**src/rtl/fetch_unit_if.sv**
```systemverilog
// Fetch-stage bus bundle: redirect input, instruction-bus request/response, decode-side output.
// The master modport is the fetch unit; the slave modport is the surrounding pipeline/bus.
interface fetch_unit_if #(
   parameter int XLEN = 64
);
   logic            redirect_valid;
   logic [XLEN-1:0] redirect_pc;
   logic            ireq_valid;
   logic [XLEN-1:0] ireq_addr;
   logic            ireq_ready;
   logic            iresp_valid;
   logic [31:0]     iresp_data;
   logic            out_valid;
   logic            out_ready;
   logic [XLEN-1:0] out_pc;
   logic [31:0]     out_instr;

   modport master (
      input  redirect_valid, redirect_pc, ireq_ready, iresp_valid, iresp_data, out_ready,
      output ireq_valid, ireq_addr, out_valid, out_pc, out_instr
   );

   modport slave (
      output redirect_valid, redirect_pc, ireq_ready, iresp_valid, iresp_data, out_ready,
      input  ireq_valid, ireq_addr, out_valid, out_pc, out_instr
   );
endinterface

```
**src/rtl/fetch_unit.sv**
```systemverilog
// Instruction fetch: one outstanding bus read, {pc,instr} FIFO to decode; response lands on out one cycle later.
// Decode backpressure fills the FIFO and stalls request issue; redirects flush the FIFO and drop in-flight data.
module fetch_unit #(
   parameter int              XLEN     = 64,
   parameter logic [XLEN-1:0] RESET_PC = 64'h8000_0000,
   parameter int              DEPTH    = 2
) (
   input  logic          clk,
   input  logic          reset,
   fetch_unit_if.master  bus
);
   localparam int PTR_W = (DEPTH > 1) ? $clog2(DEPTH) : 1;
   localparam int CNT_W = $clog2(DEPTH) + 1;

   typedef enum logic [1:0] {S_REQ, S_WAIT, S_DROP} state_e;

   state_e            state_q, state_d;
   logic [XLEN-1:0]   pc_q, pc_d;
   logic [XLEN-1:0]   req_pc_q, req_pc_d;
   logic [CNT_W-1:0]  count_q, count_d;
   logic [PTR_W-1:0]  rd_ptr_q, rd_ptr_d;
   logic [PTR_W-1:0]  wr_ptr_q, wr_ptr_d;
   logic [XLEN-1:0]   mem_pc_q    [DEPTH];
   logic [31:0]       mem_instr_q [DEPTH];

   logic              ireq_valid_q, ireq_valid_d;
   logic [XLEN-1:0]   ireq_addr_q, ireq_addr_d;
   logic              out_valid_q, out_valid_d;
   logic [XLEN-1:0]   out_pc_q, out_pc_d;
   logic [31:0]       out_instr_q, out_instr_d;

   logic accept;
   logic push;
   logic pop;

   // ireq_valid_q only rises while in REQ with room, so valid&&ready is a legal accept.
   assign accept = ireq_valid_q && bus.ireq_ready;

   always_comb begin
      state_d  = state_q;
      pc_d     = pc_q;
      req_pc_d = req_pc_q;
      count_d  = count_q;
      rd_ptr_d = rd_ptr_q;
      wr_ptr_d = wr_ptr_q;
      push     = 1'b0;
      pop      = 1'b0;

      if (bus.redirect_valid) begin
         pc_d     = bus.redirect_pc & ~XLEN'(3);
         count_d  = '0;
         rd_ptr_d = wr_ptr_q;
         case (state_q)
            S_REQ:   state_d = accept ? S_DROP : S_REQ;
            S_WAIT:  state_d = bus.iresp_valid ? S_REQ : S_DROP;
            S_DROP:  state_d = bus.iresp_valid ? S_REQ : S_DROP;
            default: state_d = S_REQ;
         endcase
      end else begin
         case (state_q)
            S_REQ: begin
               if (accept) begin
                  req_pc_d = pc_q;
                  pc_d     = pc_q + XLEN'(4);
                  state_d  = S_WAIT;
               end
            end
            S_WAIT: begin
               if (bus.iresp_valid) begin
                  push    = 1'b1;
                  state_d = S_REQ;
               end
            end
            S_DROP: begin
               if (bus.iresp_valid) state_d = S_REQ;
            end
            default: state_d = S_REQ;
         endcase
         pop = out_valid_q && bus.out_ready;
         if (push) wr_ptr_d = wr_ptr_q + PTR_W'(1);
         if (pop)  rd_ptr_d = rd_ptr_q + PTR_W'(1);
         count_d = count_q + CNT_W'(push) - CNT_W'(pop);
      end

      ireq_valid_d = (state_d == S_REQ) && (count_d < CNT_W'(DEPTH));
      ireq_addr_d  = pc_d;
      out_valid_d  = (count_d != '0);
      out_pc_d     = out_pc_q;
      out_instr_d  = out_instr_q;
      // Head bypasses the array when the entry being written becomes the new head.
      if (count_d != '0) begin
         if (push && (wr_ptr_q == rd_ptr_d)) begin
            out_pc_d    = req_pc_q;
            out_instr_d = bus.iresp_data;
         end else begin
            out_pc_d    = mem_pc_q[rd_ptr_d];
            out_instr_d = mem_instr_q[rd_ptr_d];
         end
      end
   end

   always_ff @(posedge clk or negedge reset) begin
      if (!reset) begin
         state_q      <= S_REQ;
         pc_q         <= RESET_PC;
         req_pc_q     <= '0;
         count_q      <= '0;
         rd_ptr_q     <= '0;
         wr_ptr_q     <= '0;
         for (int i = 0; i < DEPTH; i++) begin
            mem_pc_q[i]    <= '0;
            mem_instr_q[i] <= '0;
         end
         ireq_valid_q <= 1'b0;
         ireq_addr_q  <= RESET_PC;
         out_valid_q  <= 1'b0;
         out_pc_q     <= '0;
         out_instr_q  <= '0;
      end else begin
         state_q      <= state_d;
         pc_q         <= pc_d;
         req_pc_q     <= req_pc_d;
         count_q      <= count_d;
         rd_ptr_q     <= rd_ptr_d;
         wr_ptr_q     <= wr_ptr_d;
         if (push) begin
            mem_pc_q[wr_ptr_q]    <= req_pc_q;
            mem_instr_q[wr_ptr_q] <= bus.iresp_data;
         end
         ireq_valid_q <= ireq_valid_d;
         ireq_addr_q  <= ireq_addr_d;
         out_valid_q  <= out_valid_d;
         out_pc_q     <= out_pc_d;
         out_instr_q  <= out_instr_d;
      end
   end

   assign bus.ireq_valid = ireq_valid_q;
   assign bus.ireq_addr  = ireq_addr_q;
   assign bus.out_valid  = out_valid_q;
   assign bus.out_pc     = out_pc_q;
   assign bus.out_instr  = out_instr_q;
endmodule

```
**src/flat_wrapper.sv**
```systemverilog
// flat-port wrapper written by rule: the top's interface ports become plain ports
module fetch_unit_flat 
#(
   parameter int              XLEN     = 64,
   parameter logic [XLEN-1:0] RESET_PC = 64'h8000_0000,
   parameter int              DEPTH    = 2
)
  (clk, reset, bus_redirect_valid, bus_redirect_pc, bus_ireq_ready, bus_iresp_valid, bus_iresp_data, bus_out_ready, bus_ireq_valid, bus_ireq_addr, bus_out_valid, bus_out_pc, bus_out_instr);
  fetch_unit_if #(.XLEN(XLEN)) bus_i ();
  input  logic clk;
  input  logic reset;
  input wire logic [$bits(bus_i.redirect_valid)-1:0] bus_redirect_valid;
  input wire logic [$bits(bus_i.redirect_pc)-1:0] bus_redirect_pc;
  input wire logic [$bits(bus_i.ireq_ready)-1:0] bus_ireq_ready;
  input wire logic [$bits(bus_i.iresp_valid)-1:0] bus_iresp_valid;
  input wire logic [$bits(bus_i.iresp_data)-1:0] bus_iresp_data;
  input wire logic [$bits(bus_i.out_ready)-1:0] bus_out_ready;
  output wire logic [$bits(bus_i.ireq_valid)-1:0] bus_ireq_valid;
  output wire logic [$bits(bus_i.ireq_addr)-1:0] bus_ireq_addr;
  output wire logic [$bits(bus_i.out_valid)-1:0] bus_out_valid;
  output wire logic [$bits(bus_i.out_pc)-1:0] bus_out_pc;
  output wire logic [$bits(bus_i.out_instr)-1:0] bus_out_instr;
  assign bus_i.redirect_valid = bus_redirect_valid;
  assign bus_i.redirect_pc = bus_redirect_pc;
  assign bus_i.ireq_ready = bus_ireq_ready;
  assign bus_i.iresp_valid = bus_iresp_valid;
  assign bus_i.iresp_data = bus_iresp_data;
  assign bus_i.out_ready = bus_out_ready;
  assign bus_ireq_valid = bus_i.ireq_valid;
  assign bus_ireq_addr = bus_i.ireq_addr;
  assign bus_out_valid = bus_i.out_valid;
  assign bus_out_pc = bus_i.out_pc;
  assign bus_out_instr = bus_i.out_instr;
  fetch_unit #(.XLEN(XLEN), .RESET_PC(RESET_PC), .DEPTH(DEPTH)) u_core (.clk(clk), .reset(reset), .bus(bus_i));
endmodule
```
**config.mk**
```make
export PLATFORM = sky130hd
export DESIGN_NAME = fetch_unit_flat
export DESIGN_NICKNAME = d
export VERILOG_FILES = /design/src/rtl/fetch_unit_if.sv /design/src/rtl/fetch_unit.sv /design/src/flat_wrapper.sv
export SDC_FILE = /design/constraint.sdc
export NUM_CORES = 1
export LEC_CHECK = 0
export ABC_CLOCK_PERIOD_IN_PS = 3400
export BUFFER_PORTS_ARGS = -buffer_cell sky130_fd_sc_hd__buf_2
export CAP_MARGIN = 10
export CORE_MARGIN = 2
export CORE_UTILIZATION = 60
export CTS_BUF_LIST = sky130_fd_sc_hd__clkbuf_8
export DETAILED_ROUTE_END_ITERATION = 7
export GPL_ROUTABILITY_DRIVEN = 0
export HOLD_SLACK_MARGIN = 0.1
export PLACE_DENSITY = 0.83
export RECOVER_POWER = 50
export SYNTH_ARGS = -nofsm -noshare
export SYNTH_HDL_FRONTEND = slang
export SYNTH_SLANG_ARGS = --single-unit
```
**constraint.sdc**
```tcl
create_clock -name clk -period 3.4 [get_ports clk]
set_input_delay 0.17 -clock clk [delete_from_list [all_inputs] [get_ports clk]]
set_output_delay 0.17 -clock clk [all_outputs]
set_load 0.02 [all_outputs]
```
==> results.md, run 1 <==
* Critical Path RT at 3.91 ns
* Pre-CTS worst setup slack at around 0.62 ns
* DP Wirelength at 29500 µm
* Total track usage at between 30% and 40%
* Routed wl met3 at about 3600 µm
* Finished Cell Area at 22900 µm²
* Final hold violation count at 0
* Cell breakdown of the critical path: inv_1, ha_1, nand3_1, nor4_2, nand4_1, xor2_1, o21ai_0, dlygate4sd3_1
* PD cells at 785 nW/µm²
* Worst-case vdd ir drop at 0.599 mV
* Worst path slowest cell: dlygate4sd3_1
* Placed Instances at 2152
* Iteration count of the initial detailed-routing pass at 5
* GR Overflow Total at 0
* Max transition margin at -35.7%
* Buf+Inv Stages, Crit Path at 2
* Routed len/inst at 20.8 µm
* Tmin final at approximately 3 ns
* Hold_sp: bus_ireq_ready
* Reg2reg setup slack at 0.39 ns
* Sequential element share of the synthesized area at 54.7%
* Endpoints failing setup at 0
* Met2 WL at between 20000 and 25000 µm
* Setup TNS Final at 0 ns
* Drc violations at 0
* Worst-path maximum fanout at 9
* Post-Place Cell Area at 20700 µm²
* IO Pins at 264
* Top cell type's share of synthesized area at 54.6%
* Crit end category: flip-flop
* Die height at 182 µm
* Failing checks: max-capacitance violations, max-slew violations
* Fillers at slightly above 2k
* WL final at just under 50000 µm
* Number of distinct library cells after synthesis at 49
* Setup Skew at 0.0185 ns
* Mapped Area at 18900 µm²
* Via count at between 10k and 15k
* Main synth FF type: dfrtp_1
* Die Wd at 182 µm
* Initial antenna violation count at 5
* Setup WS post-layout at just under 0.4 ns
* Cell count after synthesis at 1565
* Initial Util at 60.5%
* Highest routed layer: met4
* Clk_lat worst skew at 0.58 ns
* Clock-pin slew on the worst setup and hold paths at 0.07 ns
* Port Buf Inserts at 257
* Max-cap viol count at 1
* Final Max Tran Viols at 80
* Vias in the first global route at 14.8k
* Critical path class: flip-flop to flip-flop
* Yosys warns at 0
* Number of synthesized flops with an enable pin at 0
* Area leader, netlist: dfrtp_1
* Core area at between 30000 and 40000 µm²
* Most frequent cells after synthesis: dfrtp_1, mux2_2, nand2_1, o21ai_0, mux2i_1
* Via density at 5.93
* Layout cells sized above 1 at 33.7%
* Root Buffer: clkbuf_8
* Post-synthesis area per instance at approximately 12 µm²
* Layout area overhead at 21.0%
* Synth top area cells: dfrtp_1, mux2_2, mux2i_1, o21ai_0, nand2_1
* Initial detailed-routing violation count at approximately 910
* CTS buffer count at 69
* Sink Count at 414
* Slowest stage delay, CP at 0.59 ns
* RSZ-0062 raised after global routing: no
* Post-Route M1 WL at between 15000 and 20000 µm
* First-pass GRT wire length at 79000 µm
* CP delay by family, top: simple AND/OR/NAND/NOR gates
* Highest clock rate at 333 MHz
* Fin nets at 2029
* Max H-tree Level at 3
* Maximum buffer depth of the clock tree at 3
* Synth Register Bits at 414
* CTS tree: built
* Asr flop ratio synth at 100%
* Final Cycle Share at around nine tenths
* Hold WC Path Type: input port to flip-flop
* Non-filler cells, final at 2375
* Detail Route Antenna Nets at 0
* Nature of the critical path startpoint: flip-flop
* Most common cell in the netlist: dfrtp_1
* Largest net degree at the start of global routing at 95
* Crit path arrival time at 3.51 ns
* Run status: complete, but fails checks
* Slew @ Worst Pin at 2.04 ns
* Row cnt at 65
* Die area at 33000 µm²
* Reg2reg start: u_core.state_q[0]
* P_leak at 11.0 nW
* CP Launch Point: u_core.state_q[0]
[layout by cell type, fill, tap and decap left out, drive strengths merged, types with 2 or more instances in the layout]
| master | count |
|---|---|
| dfrtp | 413 |
| mux2 | 341 |
| buf | 195 |
| clkbuf | 175 |
| nand2 | 169 |
| o21ai | 156 |
| dlygate4sd3 | 99 |
| mux2i | 96 |
| nor2 | 40 |
| nand4 | 39 |
| inv | 34 |
| nand3 | 26 |
| a31oi | 24 |
| xor2 | 22 |
| nor4 | 20 |
| xnor2 | 19 |
| or3 | 19 |
| nor3 | 11 |
| and3 | 9 |
| and4 | 7 |
| ha | 7 |
| clkinv | 7 |
| or4 | 7 |
| o31ai | 6 |
| diode | 5 |
| conb | 4 |
| nor2b | 3 |
| or2 | 2 |
| nand2b | 2 |
| nand3b | 2 |
| clkinvlp | 2 |
[path summary, 6_finish.rpt]
path | to | cells after the start
hold reg to reg | u_core.bus.out_instr[16] | 2
hold / removal | u_core.state_q[0] | 4
max in group asynchronous | u_core.pc_q[52] | 3
min in group asynchronous | u_core.bus.out_instr[24] | 2
setup reg to reg | u_core.pc_q[47] | 8
setup / recovery | u_core.pc_q[47] | 8
[cell families after synthesis]
family                     after synthesis  share of synthesized area (%)
AOI/OAI and AO/OA                      193                           5.45
xor gates and xnor gates                41                           1.90
adders and majority gates                7                          0.462
buffers and inverters                  112                           2.52
DFF                                    414                           54.7
muxes                                  437                           25.3
other                                    1                         0.0198
and+or+nand+nor                        360                           9.62
[power breakdown]
part | internal (mW) | switching (mW) | total (mW)
clock network | 2.41 | 1.99 | 4.40
logic | 2.72 | 2.96 | 5.69
registers | 6.69 | 1.22 | 7.91
[repair_timing]
action                     CTS  global route
setup endpoints to repair    0             1
hold buffers                99             0
resized for setup            0             1
hold endpoints to repair   239             0
setup buffers                0             0
[metrics by stage]
stage	power, mW	hold WS, ns	utilization (%)
floorplan	11.7	-0.126	-
global placement	13.1	0.204	66.0
detailed placement	13.5	0.208	66.0
CTS	18.0	0.174	73.6
global route	19.0	0.243	73.2
finish	18.0	0.214	73.2
[area by class of cell]
type	count	area (µm²)	share of cell area, %
diodes	5	12.5	0.0546
flip-flops and latches	414	10400	45.2
clock buffers	92	1270	5.52
clock inverters	27	118	0.513
inverters	16	60.1	0.262
multi-input cells	1042	8180	35.7
repair buffers	377	2420	10.6
well taps	402	503	2.19
[sequential cells by signal (all words and copies together) (netlist names)]
signal                 count
u_core.mem_instr_q        64
u_core.count_q             2
u_core.rd_ptr_q            1
u_core.bus.out_pc         62
u_core.state_q             2
u_core.bus.ireq_valid      1
u_core.mem_pc_q          124
u_core.pc_q               62
u_core.wr_ptr_q            1
u_core.req_pc_q           62
u_core.bus.out_instr      32
u_core.bus.out_valid       1
[metal layers]
metal | vias to the layer above | GRT usage, %
met1 | 7007 | 37.6
met4 | 0 | 16.8
met3 | 152 | 6.44
li1 | 6315 | -
met2 | 607 | 49.4
met5 | - | 0
[worst register-to-register path: stages, from the launching register on]
cell and delay (ns):
dfrtp_1 0.43, inv_1 0.11, ha_1 0.24, nand3_1 0.32, nor4_2 0.47, nand4_1 0.37, xor2_1 0.25, o21ai_0 0.17
dlygate4sd3_1 0.59
Note: power is estimated with default switching activity, not from simulation.
==> inputs of run 2 (changes only) <==
--- a/config.mk
+++ b/config.mk
@@ -15,7 +15,7 @@
 export GPL_ROUTABILITY_DRIVEN = 0
 export HOLD_SLACK_MARGIN = 0.1
 export PLACE_DENSITY = 0.83
-export RECOVER_POWER = 50
+export RECOVER_POWER = 25
 export SYNTH_ARGS = -nofsm -noshare
 export SYNTH_HDL_FRONTEND = slang
 export SYNTH_SLANG_ARGS = --single-unit
==> run 2 against run 1 <==
Compared with the run above:
- the flow still finishes with violations (max-capacitance violations, max-slew violations)
- cell area increased by 0.45%
- clock power is essentially flat
- non-clock buffer count stayed put
- cell count is essentially flat
- critical path type unchanged
- largest cell class unchanged
==> results.md, run 2 (synthesis results as in run 1) <==
* Run status: complete, but fails checks
* Failing checks: max-capacitance violations, max-slew violations
* Setup Skew at 0.0180 ns (-0.000449 ns)
* P_leak at 11.3 nW (+2.8%)
* Port Buf Inserts at 257 (unchanged)
* Max H-tree Level at 3 (unchanged)
* RSZ-0062 raised after global routing: no
* Switching Share at 34.1% (-0.22 points)
* Row cnt at 65 (unchanged)
* Final Cycle Share at 88.9% (+0.44 points)
* Nature of the critical path startpoint: flip-flop
* Max transition margin at -34.4% (+1.3 points)
* Placed Instances at 2152 (unchanged)
* Vias in the first global route at 14.8k (unchanged)
* Worst-case vdd ir drop at 0.599 mV (about the same)
* Worst hold endpoint: u_core.state_q[0]
* Highest clock rate at 331 MHz (-0.50%)
* Max FFs per register at 124 (unchanged)
* Critical Path RT at 3.90 ns (about the same)
* Tmin final at 3.02 ns (+0.0150 ns)
* Fin nets at 2029 (unchanged)
* Overall Power at 18.1 mW (+0.37%)
* WL final at 49200 µm (-0.44%)
* Detail Route Antenna Nets at 0 (unchanged)
* Hold_sp: bus_ireq_ready
* Die height at 182 µm (unchanged)
* Post-Place Cell Area at 20700 µm² (unchanged)
* Iteration count of the initial detailed-routing pass at 5 (unchanged)
* Crit end category: flip-flop
* Layer carrying the most global-route usage: met2
* IO Pins at 264 (unchanged)
* GR Overflow Total at 0 (unchanged)
* Clk_lat worst skew at 0.58 ns (about the same)
* First-pass GRT wire length at 79000 µm (unchanged)
* CTS buffer count at 69 (unchanged)
* Maximum buffer depth of the clock tree at 3 (unchanged)
* CTS tree: built
* Clock-pin slew on the worst setup and hold paths at 0.07 ns (about the same)
* Non-filler cells, final at 2376 (+0.042%)
* Drc violations at 0 (unchanged)
* Finished Cell Area at 23000 µm² (+0.45%)
* Max-cap viol count at 1 (unchanged)
* Setup TNS Final at 0 ns (unchanged)
* DP Wirelength at 29500 µm (unchanged)
* GRT met3 Usage at 6.44% (unchanged)
* Worst-path maximum fanout at 9 (unchanged)
* Reg2reg setup slack at 0.38 ns (-0.02 ns)
* Sink Count at 414 (unchanged)
* Hold WC Path Type: input port to flip-flop
* Crit path arrival time at 3.53 ns (+0.02 ns)
* Commonest non-fill, non-tap cell in the layout: dfrtp_1
* Reg2reg start: u_core.state_q[0]
* Critical R2R Capture: u_core.pc_q[47]
* Worst r2r path cells at 8 (unchanged)
* Die area at 33000 µm² (unchanged)
* Via count at 14.1k (-0.17%)
* Final Max Tran Viols at 80 (unchanged)
* CP delay by family, top: simple AND/OR/NAND/NOR gates
* Initial Util at 60.5% (unchanged)
* Initial antenna violation count at 5 (unchanged)
* Root Buffer: clkbuf_8
* Sequential share of power at 43.7% (-0.3 points)
* Total net switching power at 6.15 mW (-0.28%)
* PD cells at 784 nW/µm² (about the same)
* Met1 GRT Util at 37.6% (unchanged)
* Hold Crit Depth at 4 (unchanged)
* Met2 Usage GRT at 49.4% (unchanged)
* Most frequent cells in the layout: dfrtp_1, mux2_2, buf_2
* Fillers at 1973 (-2.4%)
* Initial detailed-routing violation count at 1048 (+15%)
* Worst path slowest cell: dlygate4sd3_1
* Clock power frac at 24.3% (about the same)
* Slew @ Worst Pin at 2.02 ns (-0.0191 ns)
* Layout area overhead at 21.5%
* Buf+Inv Stages, Crit Path at 2 (unchanged)
* Largest net degree at the start of global routing at 95 (unchanged)
* Comb pwr share at 31.9% (+0.3 points)
* Setup bufs post-CTS at 0 (unchanged)
* Via density at 5.92 (-0.21%)
* Total track usage at 30.2% (unchanged)
* Routed len/inst at 20.7 µm (-0.48%)
* Largest reg by FF count: u_core.mem_pc_q
* Layout cells sized above 1 at 37.8% (+4.0 points)
* Core area at 31300 µm² (unchanged)
* Internal cell power at 11.9 mW (+0.70%)
* Final hold violation count at 0 (unchanged)
* Cell breakdown of the critical path: inv_1, ha_1, nand3_1, nor4_2, nand4_1, xor2_1, o21ai_0, dlygate4sd3_1
* Largest regs: u_core.mem_pc_q: 124 flops, u_core.mem_instr_q: 64 flops
* Die Wd at 182 µm (unchanged)
* Endpoints failing setup at 0 (unchanged)
* Critical path class: flip-flop to flip-flop
* Slowest stage delay, CP at 0.59 ns (about the same)
-- run 2: worst max-delay path by stage --
stage,end,depth (start not counted),from
final,u_core.pc_q[47],8,u_core.state_q[0]
after global routing,u_core.pc_q[52],3,reset
after CTS,u_core.pc_q[47],8,u_core.state_q[0]
after detailed placement,u_core.pc_q[63],7,u_core.state_q[0]
after global placement,u_core.pc_q[63],7,u_core.state_q[0]
after floorplan,u_core.bus.out_pc[14],13,u_core.bus.out_valid
-- run 2: timing repair --
action / in CTS / in global routing
resized for setup: 0 / 1
hold endpoints to repair: 239 / 0
hold buffers: 99 / 0
setup endpoints to repair: 0 / 1
-- run 2: worst register-to-register path, stage by stage (launching register included) --
cell and delay [ns]:
dfrtp_1 0.43, inv_1 0.11, ha_1 0.24, nand3_1 0.32
nor4_2 0.47, nand4_1 0.38, xor2_1 0.25, o21ai_0 0.16
dlygate4sd3_1 0.59
-- run 2: power by group through the flow --
| stage | Sequential [mW] | Clock [mW] | Combinational, mW |
|---|---|---|---|
| after floorplan | 8.10 | 0 | 3.59 |
| after global placement | 7.73 | 0 | 5.39 |
| after detailed placement | 7.91 | 0 | 5.60 |
| after CTS | 7.84 | 4.44 | 5.74 |
| after global routing | 8.11 | 4.69 | 6.30 |
| final | 7.90 | 4.39 | 5.76 |
-- run 2: per-stage QoR --
step	util [%]	setup WS (ns)	hold WS, ns
6_report	73.5	0.378	0.217
3_3_place_gp	66.0	0.719	0.204
5_1_grt	73.5	0.0736	0.243
4_1_cts	73.6	0.318	0.174
2_1_floorplan	-	0.754	-0.126
3_5_place_dp	66.0	0.624	0.208
-- run 2: layout make-up --
class / instances / area, µm² / share of cell area (%)
Clock buffer: 92 / 1270 / 5.50
Multi-Input combinational cell: 1042 / 8180 / 35.5
Antenna cell: 6 / 15.0 / 0.0652
Timing Repair Buffer: 377 / 2520 / 11.0
Inverter: 16 / 60.1 / 0.261
Clock inverter: 27 / 118 / 0.511
Tap cell: 402 / 503 / 2.18
Sequential cell: 414 / 10400 / 45.0
-- run 2: metal layers --
layer / up-vias / part of all wire (%)
met5: - / 0
met4: 0 / 4.8
met3: 156 / 6.9
met2: 595 / 48
met1: 6985 / 40
li1: 6321 / -
